[src/rtl/spi_burst_writer_if.sv]
// spi_burst_writer_if: word handshake and SPI pin bundle for spi_burst_writer
interface spi_burst_writer_if #(
  parameter int DATA_W = 8,
  parameter int NUM_CS = 2
);
  localparam int CSW = NUM_CS > 1 ? $clog2(NUM_CS) : 1;
  logic [DATA_W-1:0] DATA;
  logic [CSW-1:0]    CS_SEL;
  logic              Hold_CS;
  logic              Start;
  logic              Ready;
  logic              MOSI;
  logic [NUM_CS-1:0] CS_N;
  logic              Running;
  logic              Done;
  modport master (output DATA, CS_SEL, Hold_CS, Start, input Ready, MOSI, CS_N, Running, Done);
  modport slave  (input DATA, CS_SEL, Hold_CS, Start, output Ready, MOSI, CS_N, Running, Done);
endinterface

[src/rtl/spi_burst_writer.sv]
// spi_burst_writer: falling-edge SPI word writer with a one-deep buffer and held-CS bursts
module spi_burst_writer #(
  parameter int DATA_W    = 8,
  parameter int NUM_CS    = 2,
  parameter int CS_GAP    = 2,
  parameter int LSB_FIRST = 0
) (
  input logic             SCK,
  input logic             RST_N,
  spi_burst_writer_if.slave bus
);
  localparam int CSW = NUM_CS > 1 ? $clog2(NUM_CS) : 1;
  localparam int CW  = $clog2(DATA_W);
  typedef enum logic [1:0] {IDLE, SHIFT, GAP} state_t;
  state_t            state_q, state_d;
  logic [CW-1:0]     cnt_q, cnt_d;
  logic [3:0]        gcnt_q, gcnt_d;
  logic [DATA_W-1:0] sh_q, sh_d;
  logic [CSW-1:0]    cur_cs_q, cur_cs_d;
  logic              cur_hold_q, cur_hold_d;
  logic [NUM_CS-1:0] cs_n_q, cs_n_d;
  logic              done_q, done_d;
  logic              ready_q, ready_d;
  logic              buf_v_q, buf_v_d;
  logic [DATA_W-1:0] buf_data_q, buf_data_d;
  logic [CSW-1:0]    buf_cs_q, buf_cs_d;
  logic              buf_hold_q, buf_hold_d;
  logic              acc, load_buf, load_in;
  // Selects outside 0..NUM_CS-1 match no line, so every CS_N stays high.
  function automatic logic [NUM_CS-1:0] cs_mask(input logic [CSW-1:0] s);
    cs_mask = '1;
    for (int i = 0; i < NUM_CS; i++) if (s == CSW'(i)) cs_mask[i] = 1'b0;
  endfunction
  assign acc = bus.Start & ready_q;
  always_comb begin
    state_d    = state_q;
    cnt_d      = cnt_q;
    gcnt_d     = gcnt_q;
    sh_d       = sh_q;
    cur_cs_d   = cur_cs_q;
    cur_hold_d = cur_hold_q;
    cs_n_d     = cs_n_q;
    done_d     = 1'b0;
    buf_v_d    = buf_v_q;
    buf_data_d = buf_data_q;
    buf_cs_d   = buf_cs_q;
    buf_hold_d = buf_hold_q;
    load_buf   = 1'b0;
    load_in    = 1'b0;
    case (state_q)
      IDLE: begin
        load_buf = buf_v_q;
        load_in  = !buf_v_q && acc;
      end
      SHIFT: begin
        if (cnt_q == CW'(DATA_W - 1)) begin
          done_d = 1'b1;
          if (buf_v_q && cur_hold_q && buf_cs_q == cur_cs_q) load_buf = 1'b1;
          else begin
            state_d = GAP;
            gcnt_d  = '0;
            sh_d    = '0;
            cs_n_d  = '1;
          end
        end else begin
          cnt_d = cnt_q + 1'b1;
          sh_d  = LSB_FIRST != 0 ? sh_q >> 1 : sh_q << 1;
        end
      end
      default: begin
        if (gcnt_q == 4'(CS_GAP - 1)) begin
          load_buf = buf_v_q;
          state_d  = IDLE;
        end else gcnt_d = gcnt_q + 4'd1;
      end
    endcase
    if (load_buf || load_in) begin
      state_d    = SHIFT;
      cnt_d      = '0;
      sh_d       = load_buf ? buf_data_q : bus.DATA;
      cur_cs_d   = load_buf ? buf_cs_q : bus.CS_SEL;
      cur_hold_d = load_buf ? buf_hold_q : bus.Hold_CS;
      cs_n_d     = cs_mask(load_buf ? buf_cs_q : bus.CS_SEL);
    end
    if (load_buf) buf_v_d = 1'b0;
    if (acc && !load_in) begin
      buf_v_d    = 1'b1;
      buf_data_d = bus.DATA;
      buf_cs_d   = bus.CS_SEL;
      buf_hold_d = bus.Hold_CS;
    end
    ready_d = !buf_v_d;
  end
  always_ff @(negedge SCK) begin
    if (!RST_N) begin
      state_q    <= IDLE;
      cnt_q      <= '0;
      gcnt_q     <= '0;
      sh_q       <= '0;
      cur_cs_q   <= '0;
      cur_hold_q <= 1'b0;
      cs_n_q     <= '1;
      done_q     <= 1'b0;
      ready_q    <= 1'b1;
      buf_v_q    <= 1'b0;
      buf_data_q <= '0;
      buf_cs_q   <= '0;
      buf_hold_q <= 1'b0;
    end else begin
      state_q    <= state_d;
      cnt_q      <= cnt_d;
      gcnt_q     <= gcnt_d;
      sh_q       <= sh_d;
      cur_cs_q   <= cur_cs_d;
      cur_hold_q <= cur_hold_d;
      cs_n_q     <= cs_n_d;
      done_q     <= done_d;
      ready_q    <= ready_d;
      buf_v_q    <= buf_v_d;
      buf_data_q <= buf_data_d;
      buf_cs_q   <= buf_cs_d;
      buf_hold_q <= buf_hold_d;
    end
  end
  assign bus.MOSI    = LSB_FIRST != 0 ? sh_q[0] : sh_q[DATA_W-1];
  assign bus.CS_N    = cs_n_q;
  assign bus.Done    = done_q;
  assign bus.Ready   = ready_q;
  assign bus.Running = (state_q != IDLE) || buf_v_q;
endmodule

[src/flat_wrapper.sv]
// flat-port wrapper written by rule: the top's interface ports become plain ports
module spi_burst_writer_flat 
#(
  parameter int DATA_W    = 8,
  parameter int NUM_CS    = 2,
  parameter int CS_GAP    = 2,
  parameter int LSB_FIRST = 0
)
  (SCK, RST_N, bus_DATA, bus_CS_SEL, bus_Hold_CS, bus_Start, bus_Ready, bus_MOSI, bus_CS_N, bus_Running, bus_Done);
  spi_burst_writer_if #(.DATA_W(DATA_W), .NUM_CS(NUM_CS)) bus_i ();
  input logic SCK;
  input logic RST_N;
  input wire logic [$bits(bus_i.DATA)-1:0] bus_DATA;
  input wire logic [$bits(bus_i.CS_SEL)-1:0] bus_CS_SEL;
  input wire logic [$bits(bus_i.Hold_CS)-1:0] bus_Hold_CS;
  input wire logic [$bits(bus_i.Start)-1:0] bus_Start;
  output wire logic [$bits(bus_i.Ready)-1:0] bus_Ready;
  output wire logic [$bits(bus_i.MOSI)-1:0] bus_MOSI;
  output wire logic [$bits(bus_i.CS_N)-1:0] bus_CS_N;
  output wire logic [$bits(bus_i.Running)-1:0] bus_Running;
  output wire logic [$bits(bus_i.Done)-1:0] bus_Done;
  assign bus_i.DATA = bus_DATA;
  assign bus_i.CS_SEL = bus_CS_SEL;
  assign bus_i.Hold_CS = bus_Hold_CS;
  assign bus_i.Start = bus_Start;
  assign bus_Ready = bus_i.Ready;
  assign bus_MOSI = bus_i.MOSI;
  assign bus_CS_N = bus_i.CS_N;
  assign bus_Running = bus_i.Running;
  assign bus_Done = bus_i.Done;
  spi_burst_writer #(.DATA_W(DATA_W), .NUM_CS(NUM_CS), .CS_GAP(CS_GAP), .LSB_FIRST(LSB_FIRST)) u_core (.SCK(SCK), .RST_N(RST_N), .bus(bus_i));
endmodule
[config.mk]
export PLATFORM = sky130hd
export DESIGN_NAME = spi_burst_writer_flat
export DESIGN_NICKNAME = d
export VERILOG_FILES = /design/src/rtl/spi_burst_writer_if.sv /design/src/rtl/spi_burst_writer.sv /design/src/flat_wrapper.sv
export SDC_FILE = /design/constraint.sdc
export NUM_CORES = 1
export LEC_CHECK = 0
export CAP_MARGIN = 15
export CORE_ASPECT_RATIO = 1.5
export CORE_MARGIN = 8
export CORE_UTILIZATION = 49
export DETAILED_ROUTE_END_ITERATION = 16
export PLACE_DENSITY = 0.72
export SETUP_SLACK_MARGIN = 0.05
export SKIP_LAST_GASP = 1
export SLEW_MARGIN = 30
export SYNTH_ARGS = -nofsm -noshare
export SYNTH_HDL_FRONTEND = slang
export SYNTH_SLANG_ARGS = --single-unit
[constraint.sdc]
create_clock -name SCK -period 1.7 [get_ports SCK]
set_clock_uncertainty 0.1 [all_clocks]
set_input_delay 0.51 -clock SCK [delete_from_list [all_inputs] [get_ports SCK]]
set_output_delay 0.51 -clock SCK [all_outputs]
set_load 0.005 [all_outputs]
# --- Word level (Yosys, flattened, before mapping) ---
# Cells that the tools add are included.
op_classes:
  eq_ne: 12
  reduce_logical: 23
  bitwise: 4
  muxes: 30
  n_addsub: 2
op_table:
  columns: ["op", "count"]
  rows:
  - ["two-way mux 8 bit", 5]
  - ["two-way mux 2 bit", 7]
  - ["two-way mux 1 bit", 12]
  - ["two-way mux 4 bit", 3]
  - ["AND reduction 4 bit", 3]
  - ["case mux 4 bit (2 select lines)", 1]
  - ["nonzero test 2 bit", 4]
  - ["!= test 2 bit (second input constant)", 3]
  - ["!= test 3 bit (second input constant)", 2]
  - ["AND reduction 2 bit", 3]
  - ["adder 4 x 1 -> 4 bit (second input constant)", 1]
  - ["== test 4 x 1 -> 1 bit (second input constant)", 1]
  - ["logical AND 1 bit", 4]
  - ["!= test 2 x 1 -> 1 bit (second input constant)", 2]
  - ["case mux 2 bit (2 select lines)", 1]
  - ["adder 3 x 1 -> 3 bit (second input constant)", 1]
  - ["== test 3 bit (second input constant)", 1]
  - ["zero test 1 bit", 3]
  - ["!= test 3 x 1 -> 1 bit (second input constant)", 1]
  - ["inverter 1 bit", 3]
  - ["AND reduction 3 bit", 1]
  - ["nonzero test 3 bit", 1]
  - ["== test 2 x 1 -> 1 bit (second input constant)", 1]
  - ["zero test 2 bit", 1]
  - ["other kinds (5)", 6]
word_totals:
  word_cells: 85
  out_inout_bits: 6
  input_bits: 13
  reg_bits: 34

# --- Depth between registers and ports, before layout ---
# Gate-level depths: netlist (run 1).
depth:
  depth_word: 8
  ltp_mapped: 7
  depth_no_buf: 6

==> summary.txt, run 1 <==
Outcome
  • Outcome: finished, violations left
  • Violated checks: negative setup slack

Worst setup path
  • Startpoint Class: flip-flop
  • Max FO, Critical Path: 2
  • Worst EP arrival: 2.05 ns
  • Worst-path cell chain: or3_4 -> buf_6
  • Cell family with most CP delay: simple AND/OR/NAND/NOR gates
  • CP Class: reg2out
  • Reg2reg path depth: 6
  • CP peak stage delay: approximately 0.40 ns
  • Slowest cell on the critical path: or3_4
  • Worst path depth: 2
  • Critical Path RT: ~1.1 ns
  • CP bufs+invs: 1
  • CP Capture Type: primary output

Die
  • Core area: ~0.0031 mm^2
  • I/O Pins: 19
  • Die area: around 0.0054 mm^2
  • Die height: 85.9 um
  • Initial Util: approximately half
  • Die W: between 60 and 70 um
  • Rows: 25

Synth
  • Top cells by area, synth: dfxtp_1, o21ai_0, a21oi_1
  • Ys Warns: 0
  • Synth async-reset ratio: 0%
  • Complex-gate fraction of the synthesized area: a little over a quarter
  • Cell taking the most area after synthesis: dfxtp_1
  • Post-Synth XOR/XNOR Area: 2.20%
  • Synth top area share: roughly 43%
  • Sequential area share after synthesis: roughly 43%
  • Post-synthesis cell count: 192
  • Post-Synth Adder-Cell Area: under 10%
  • Synth Cell Area: between 0.0015 and 0.002 mm^2
  • Post-synthesis simple-gate area fraction: between 15 and 20%
  • Distinct cell type count after synthesis: 38
  • Syn_area_per_cell: a little over 8 um^2
  • Mux cell area share after synthesis: ~1.3%
  • Synth Flop Type: dfxtp_1
  • Largest family of logic cells by synthesized area: compound AO/OA/AOI/OAI gates
  • FF+latch count, synth: 34
  • Number of synthesized flops with an enable pin: 0
  • Net Count, Synth: ~210

Power and ir drop
  • Sw Share: 35.3%
  • Static leakage power: 0.00115 uW
  • Clk pwr share: roughly two fifths
  • Peak supply drop: 0.860 mV
  • Psw: between 900 and 1000 uW
  • Flop pwr share: 34.3%
  • Internal: ~1800 uW
  • Comb pwr share: roughly a quarter
  • PD cells: 1070 mW/mm^2

STA
  • Worst-Margin Slew: between 0.4 and 0.5 ns
  • Fin. max-slew vios: 0
  • Final worst setup slack: -0.962 ns
  • Final hold vios: 0
  • Worst slew margin: 72.7%
  • Final setup fails: 35
  • Unrepaired setup endpoints after global routing: true

CTS
  • Number of H-tree levels: 2
  • CTS tree: yes
  • Worst-path clk slew: around 0.030 ns
  • Hold Buf Count CTS: 0
  • CTS buffer count: 5
  • Clock Sinks: 34
  • Clock Latency Late Sink: 0.37 ns
  • CTS root buffer: clkbuf_8
  • CTS Buffer Depth: 2

Final layout
  • Commonest cells after routing, fill and taps aside: inv_1, dfxtp_1, buf_4
  • Nets: between 200 and 300
  • Antenna diodes: 0
  • Synth-to-layout area growth: 61.1%
  • Util after Layout: between 80% and 90%
  • Share of cells above drive strength 1: about a third
  • Commonest non-fill, non-tap cell in the layout: inv_1

Min path
  • Type of the worst min-delay path: reg2reg
  • Hold depth: 2

Drt
  • Vias: 1,874
  • Post-Route WL: roughly 5.7 mm
  • DRT Pass-1 Iters: 5
  • DR DRC count: 0
  • Vias per cell: between 5 and 6
  • ANT nets after route: 0
  • DRT iter0 DRCs: roughly 170
  • Routed len/inst: roughly 18 um

Global route
  • Vias in the first global route: between 1,500 and 2,000
  • Antenna violations before repair: 0
  • Largest net degree at the start of global routing: 12
  • Tot GR Track Use: 19.1%
  • First-pass GRT wire length: around 8.2 mm
  • Aggregate global routing overflow: 0

Place
  • IO Port Bufs: 18
  • Dpl ws: -1.18 ns
  • RD Place Congestion: just under 0.9
  • DPL Wire Length: 3.24 mm

Flow run
  • Max-Cap Viols: 0
-- registers in the layout, indices dropped and copies added (netlist names) --
register / flops
u_core.bus.Ready: 1
u_core.cnt_q: 3
u_core.sh_q: 8
u_core.buf_data_q: 8
u_core.gcnt_q: 4
u_core.buf_v_q: 1
u_core.bus.Done: 1
u_core.cur_hold_q: 1
u_core.buf_hold_q: 1
u_core.cur_cs_q: 1
u_core.bus.CS_N: 2
u_core.state_q: 2
u_core.buf_cs_q: 1
-- logic make-up (layout without fill, tap and decap cells) --
family / count (synthesis) / after routing
AND/OR/NAND/NOR: 55 / 55
adder cells (fa/ha/maj): 4 / 4
AO/OA/AOI/OAI: 74 / 75
flip-flops: 34 / 34
buffers and inverters: 19 / 105
multiplexers: 2 / 2
XOR/XNOR: 4 / 4
-- repair_timing --
| action | 4_1_cts | 5_1_grt |
|---|---|---|
| gates resized for setup | 63 | 29 |
| pin swaps | 11 | 20 |
| setup endpoints to repair | 40 | 38 |
| setup buffers | 1 | 3 |
| gates cloned | 2 | 0 |
-- power by group through the flow --
stage	registers, uW	logic (uW)	clock network (uW)
2_1_floorplan	941	317	126
3_3_place_gp	937	515	126
3_5_place_dp	939	537	126
4_1_cts	932	613	1080
5_1_grt	945	753	1180
6_report	942	713	1090
-- cells in the mapped netlist (all sizes together) (2+ instances only) --
library cell	n
a21oi	24
a22oi	8
a311oi	2
a31oi	2
and3	2
buf	4
clkbuf	5
dfxtp	34
ha	4
inv	10
mux2i	2
nand2	27
nand2b	2
nand3	5
nor2	7
nor2b	2
o21a	3
o21ai	29
or2	2
or3	2
xor2	3
-- routing by layer --
layer	track usage, %	wire length, um
met5	0	0
met4	15.2	275
met3	7.43	342
met2	34.3	2990
met1	16.6	2090
-- cell type report --
type / instances / area, um^2
Sequential cell: 34 / 689
Clock inverter: 37 / 166
Clock buffer: 5 / 68.8
Tap cell: 40 / 50.0
Timing Repair Buffer: 54 / 541
Fill cell: 189 / 561
Inverter: 9 / 37.5
Multi-Input combinational cell: 140 / 1010
-- worst reg2reg max path: stages (launching register included) --
cell	delay [ns]
dfxtp_1	0.33
ha_1	0.17
ha_1	0.24
nand3b_1	0.15
or3_1	0.40
buf_4	0.17
a311oi_1	0.26
-- per-stage QoR --
stage	hold slack (ns)	std cells	area (um^2)	setup TNS, ns	power (uW)
2_1_floorplan	0.331	192	1700	-14.23	1380
4_1_cts	0.352	316	2430	-12.98	2620
3_5_place_dp	0.348	272	2080	-39.68	1600
5_1_grt	0.377	319	2570	-14.36	2880
3_3_place_gp	0.342	272	2080	-38.64	1580
6_report	0.350	319	2570	-13.57	2740
-- final timing paths --
kind,start,endpoint,slack (ns)
setup / recovery,u_core.buf_v_q,bus_Running,-0.96
hold / removal,u_core.buf_data_q[6],u_core.buf_data_q[6],0.35
setup reg to reg,u_core.cnt_q[0],u_core.cur_cs_q,-0.23
hold reg to reg,u_core.buf_data_q[6],u_core.buf_data_q[6],0.35
No activity file was read; power rests on OpenSTA's default activity.
==> inputs of run 2 (changes only) <==
--- a/config.mk
+++ b/config.mk
@@ -7,10 +7,10 @@
 export LEC_CHECK = 0
 export CAP_MARGIN = 15
 export CORE_ASPECT_RATIO = 1.5
-export CORE_MARGIN = 8
-export CORE_UTILIZATION = 49
+export CORE_MARGIN = 1
+export CORE_UTILIZATION = 58
 export DETAILED_ROUTE_END_ITERATION = 16
-export PLACE_DENSITY = 0.72
+export PLACE_DENSITY = 0.8
 export SETUP_SLACK_MARGIN = 0.05
 export SKIP_LAST_GASP = 1
 export SLEW_MARGIN = 30
==> constraint.sdc (replaced) <==
create_clock -name SCK -period 3.17 [get_ports SCK]
set_clock_uncertainty 0.1 [all_clocks]
set_input_delay 0.951 -clock SCK [delete_from_list [all_inputs] [get_ports SCK]]
set_output_delay 0.951 -clock SCK [all_outputs]
set_load 0.005 [all_outputs]
==> run 2 against run 1 <==
The flow still finishes with violations (negative setup slack). Utilization rose by 4.8 points. Critical path depth did not move. Global-route usage rose by 15 points. Setup slack improved by 0.27 ns. Sequential power fell by 47%. Register-to-register slack improved by 0.80 ns. Cell area fell by 14%. Power fell by 56%. Combinational power fell by 57%. Clock-buffer cell count did not move. Clock power fell by 64%.
==> summary.txt, run 2 (synthesis gave the netlist of run 1 again) <==
Outcome
  • Outcome: finished, violations left
  • Violated checks: negative setup slack

STA
  • Worst slew margin: 40.4% (-32 points)
  • Unrepaired setup endpoints after global routing: true
  • Worst-Margin Slew: 0.887 ns (+0.482 ns)
  • Fin. max-slew vios: 0 (unchanged)
  • Min Hold Slack: 0.360 ns (+0.00973 ns)
  • Final worst setup slack: -0.694 ns (+0.268 ns)
  • Final setup fails: 17 (-51%)
  • Final hold vios: 0 (unchanged)

Drt
  • DRT iter0 DRCs: 72 (-57%)
  • Vias per cell: 5.77 (-1.7%)
  • ANT nets after route: 0 (unchanged)
  • DR DRC count: 0 (unchanged)
  • Routed len/inst: 15.3 um (-14%)
  • Vias: 1,738 (-7.3%)
  • DRT Pass-1 Iters: 6 (+1)
  • Post-Route WL: 4.62 mm (-19%)

Final layout
  • Commonest cells after routing, fill and taps aside: inv_1, dfxtp_1, nand2_1
  • Final Instance Area: 0.00220 mm^2 (-14%)
  • Share of cells above drive strength 1: 22.6% (-12 points)
  • Fillers: 153 (-19%)
  • Multi-input logic area: 910 um^2 (-10%)
  • Flip-flop and latch area: 686 um^2 (-0.54%)
  • Antenna diodes: 0 (unchanged)
  • Largest registers: u_core.buf_data_q x8, u_core.sh_q x8, u_core.gcnt_q x4
  • Nets: 282 (-4.4%)
  • Synth-to-layout area growth: 38.1%
  • Commonest non-fill, non-tap cell in the layout: inv_1

Worst setup path
  • CP Class: reg2out
  • Critical Path RT: 2.12 ns (+1.03 ns)
  • Reg2reg path depth: 6 (unchanged)
  • Reg-to-reg slack, setup: 0.57 ns (+0.80 ns)
  • Max FO, Critical Path: 2 (unchanged)
  • Worst EP arrival: 2.81 ns (+0.76 ns)
  • CP Capture Type: primary output
  • RR Endpoint: u_core.sh_q[2]
  • Startpoint Class: flip-flop
  • Reg-to-reg startpoint: u_core.cnt_q[0]

Die
  • I/O Pins: 19 (unchanged)
  • Die area: 0.00297 mm^2 (-45%)
  • Rows: 22 (-12%)
  • Die W: 44.8 um (-28%)
  • Die height: 66.2 um (-23%)
  • Initial Util: 62.9% (+12 points)
  • Core area: 0.00253 mm^2 (-19%)

CTS
  • Number of H-tree levels: 2 (unchanged)
  • Hold Buf Count CTS: 0 (unchanged)
  • CTS Buffer Depth: 2 (unchanged)
  • Clock Latency Late Sink: 0.41 ns (+0.04 ns)
  • CTS tree: yes
  • CTS buffer count: 5 (unchanged)
  • CTS root buffer: clkbuf_4
  • Clock Sinks: 34 (unchanged)
  • Worst-path clk slew: 0.04 ns (about the same)

Power and ir drop
  • Static leakage power: 0.000995 uW (-13%)
  • Flop pwr share: 41.9% (+7.6 points)
  • Sw Share: 37.1% (+1.8 points)
  • Peak supply drop: 0.516 mV (-40%)
  • PD cells: 545 mW/mm^2 (-49%)
  • Overall power: 1200 uW (-56%)
  • Internal: 755 uW (-57%)
  • Clk pwr share: 32.5% (-7.2 points)
  • Comb pwr share: 25.6% (-0.4 points)
  • Psw: 444 uW (-54%)

Place
  • DPL Wire Length: 2.88 mm (-11%)
  • IO Port Bufs: 18 (unchanged)
  • Dpl ws: -0.902 ns (+0.278 ns)
  • DP Area: 0.00196 mm^2 (-5.6%)
  • RD Place Congestion: 0.904 (+1.5%)

Min path
  • Hold Startpoint: u_core.buf_data_q[6]
  • Type of the worst min-delay path: reg2reg
  • Hold worst-path end: u_core.buf_data_q[6]
  • Hold depth: 2 (unchanged)

Global route
  • Largest net degree at the start of global routing: 14 (+2)
  • Antenna violations before repair: 0 (unchanged)
  • First-pass GRT wire length: 7.25 mm (-12%)
  • Tot GR Track Use: 33.8% (+15 points)
  • Aggregate global routing overflow: 0 (unchanged)
  • Vias in the first global route: 1,774 (-8.0%)

Flow run
  • Max-Cap Viols: 0 (unchanged)
==> run 2: cell types whose count changed in the layout (fill, tap and decap cells not counted), sizes merged <==
cell,change
bufinv,-1
clkdlybuf4s15,+1
dlygate4sd2,-1
buf,-14
clkinvlp,-2
clkdlybuf4s50,+1
inv,+2
==> run 2: repair_timing <==
action                     4_1_cts  5_1_grt
cloned                           2        0
gates resized for setup         52        6
buffers inserted                 2        0
pin swaps                        9        5
setup endpoints to repair       40       25
==> run 2: worst max path at each step <==
| stage | startpoint | endpoint | slack (ns) |
|---|---|---|---|
| detailed placement | bus_Start | u_core.sh_q[6] | -0.90 |
| CTS | u_core.state_q[1] | bus_Running | -0.70 |
| finish | u_core.state_q[1] | bus_Running | -0.69 |
| global placement | bus_Start | u_core.sh_q[0] | -0.85 |
| global route | u_core.state_q[1] | bus_Running | -0.73 |
| floorplan | u_core.state_q[1] | bus_Running | -0.33 |
==> run 2: cell type report <==
cell class,count,area share [%]
clock buffers,5,1.71
clock inverters,36,6.14
inverters,9,1.53
multi-input cells,140,41.3
flip-flops and latches,34,31.2
well taps,36,2.05
repair buffers,41,16.1
==> run 2: power groups by stage <==
stage | Sequential, uW | Clock, uW | Combinational, uW
floorplan | 503 | 67.5 | 165
global placement | 501 | 67.5 | 262
detailed placement | 504 | 67.5 | 272
CTS | 499 | 399 | 292
global route | 505 | 455 | 329
finish | 502 | 390 | 307
==> run 2: per-stage QoR <==
| step | TNS (ns) | utilization, % | std cells |
|---|---|---|---|
| final | -2.97 | 86.9 | 301 |
| after global routing | -3.19 | 86.9 | 301 |
| after CTS | -3.05 | 86.1 | 301 |
| after detailed placement | -26.89 | 77.6 | 258 |
| after global placement | -25.73 | 77.6 | 258 |
| after floorplan | -4.71 | - | 192 |
==> run 2: worst max-delay path: stages, from the launching register on <==
cell     delay (ns)
dfxtp_1        0.31
or3_4          0.41
buf_6          0.13
==> run 2: per-layer routing <==
layer	vias up	wire length [um]	GRT usage (%)
met4	0	180	25.4
li1	831	-	-
met5	-	0	0
met1	804	1720	31.9
met2	82	2450	57.2
met3	21	261	12.3
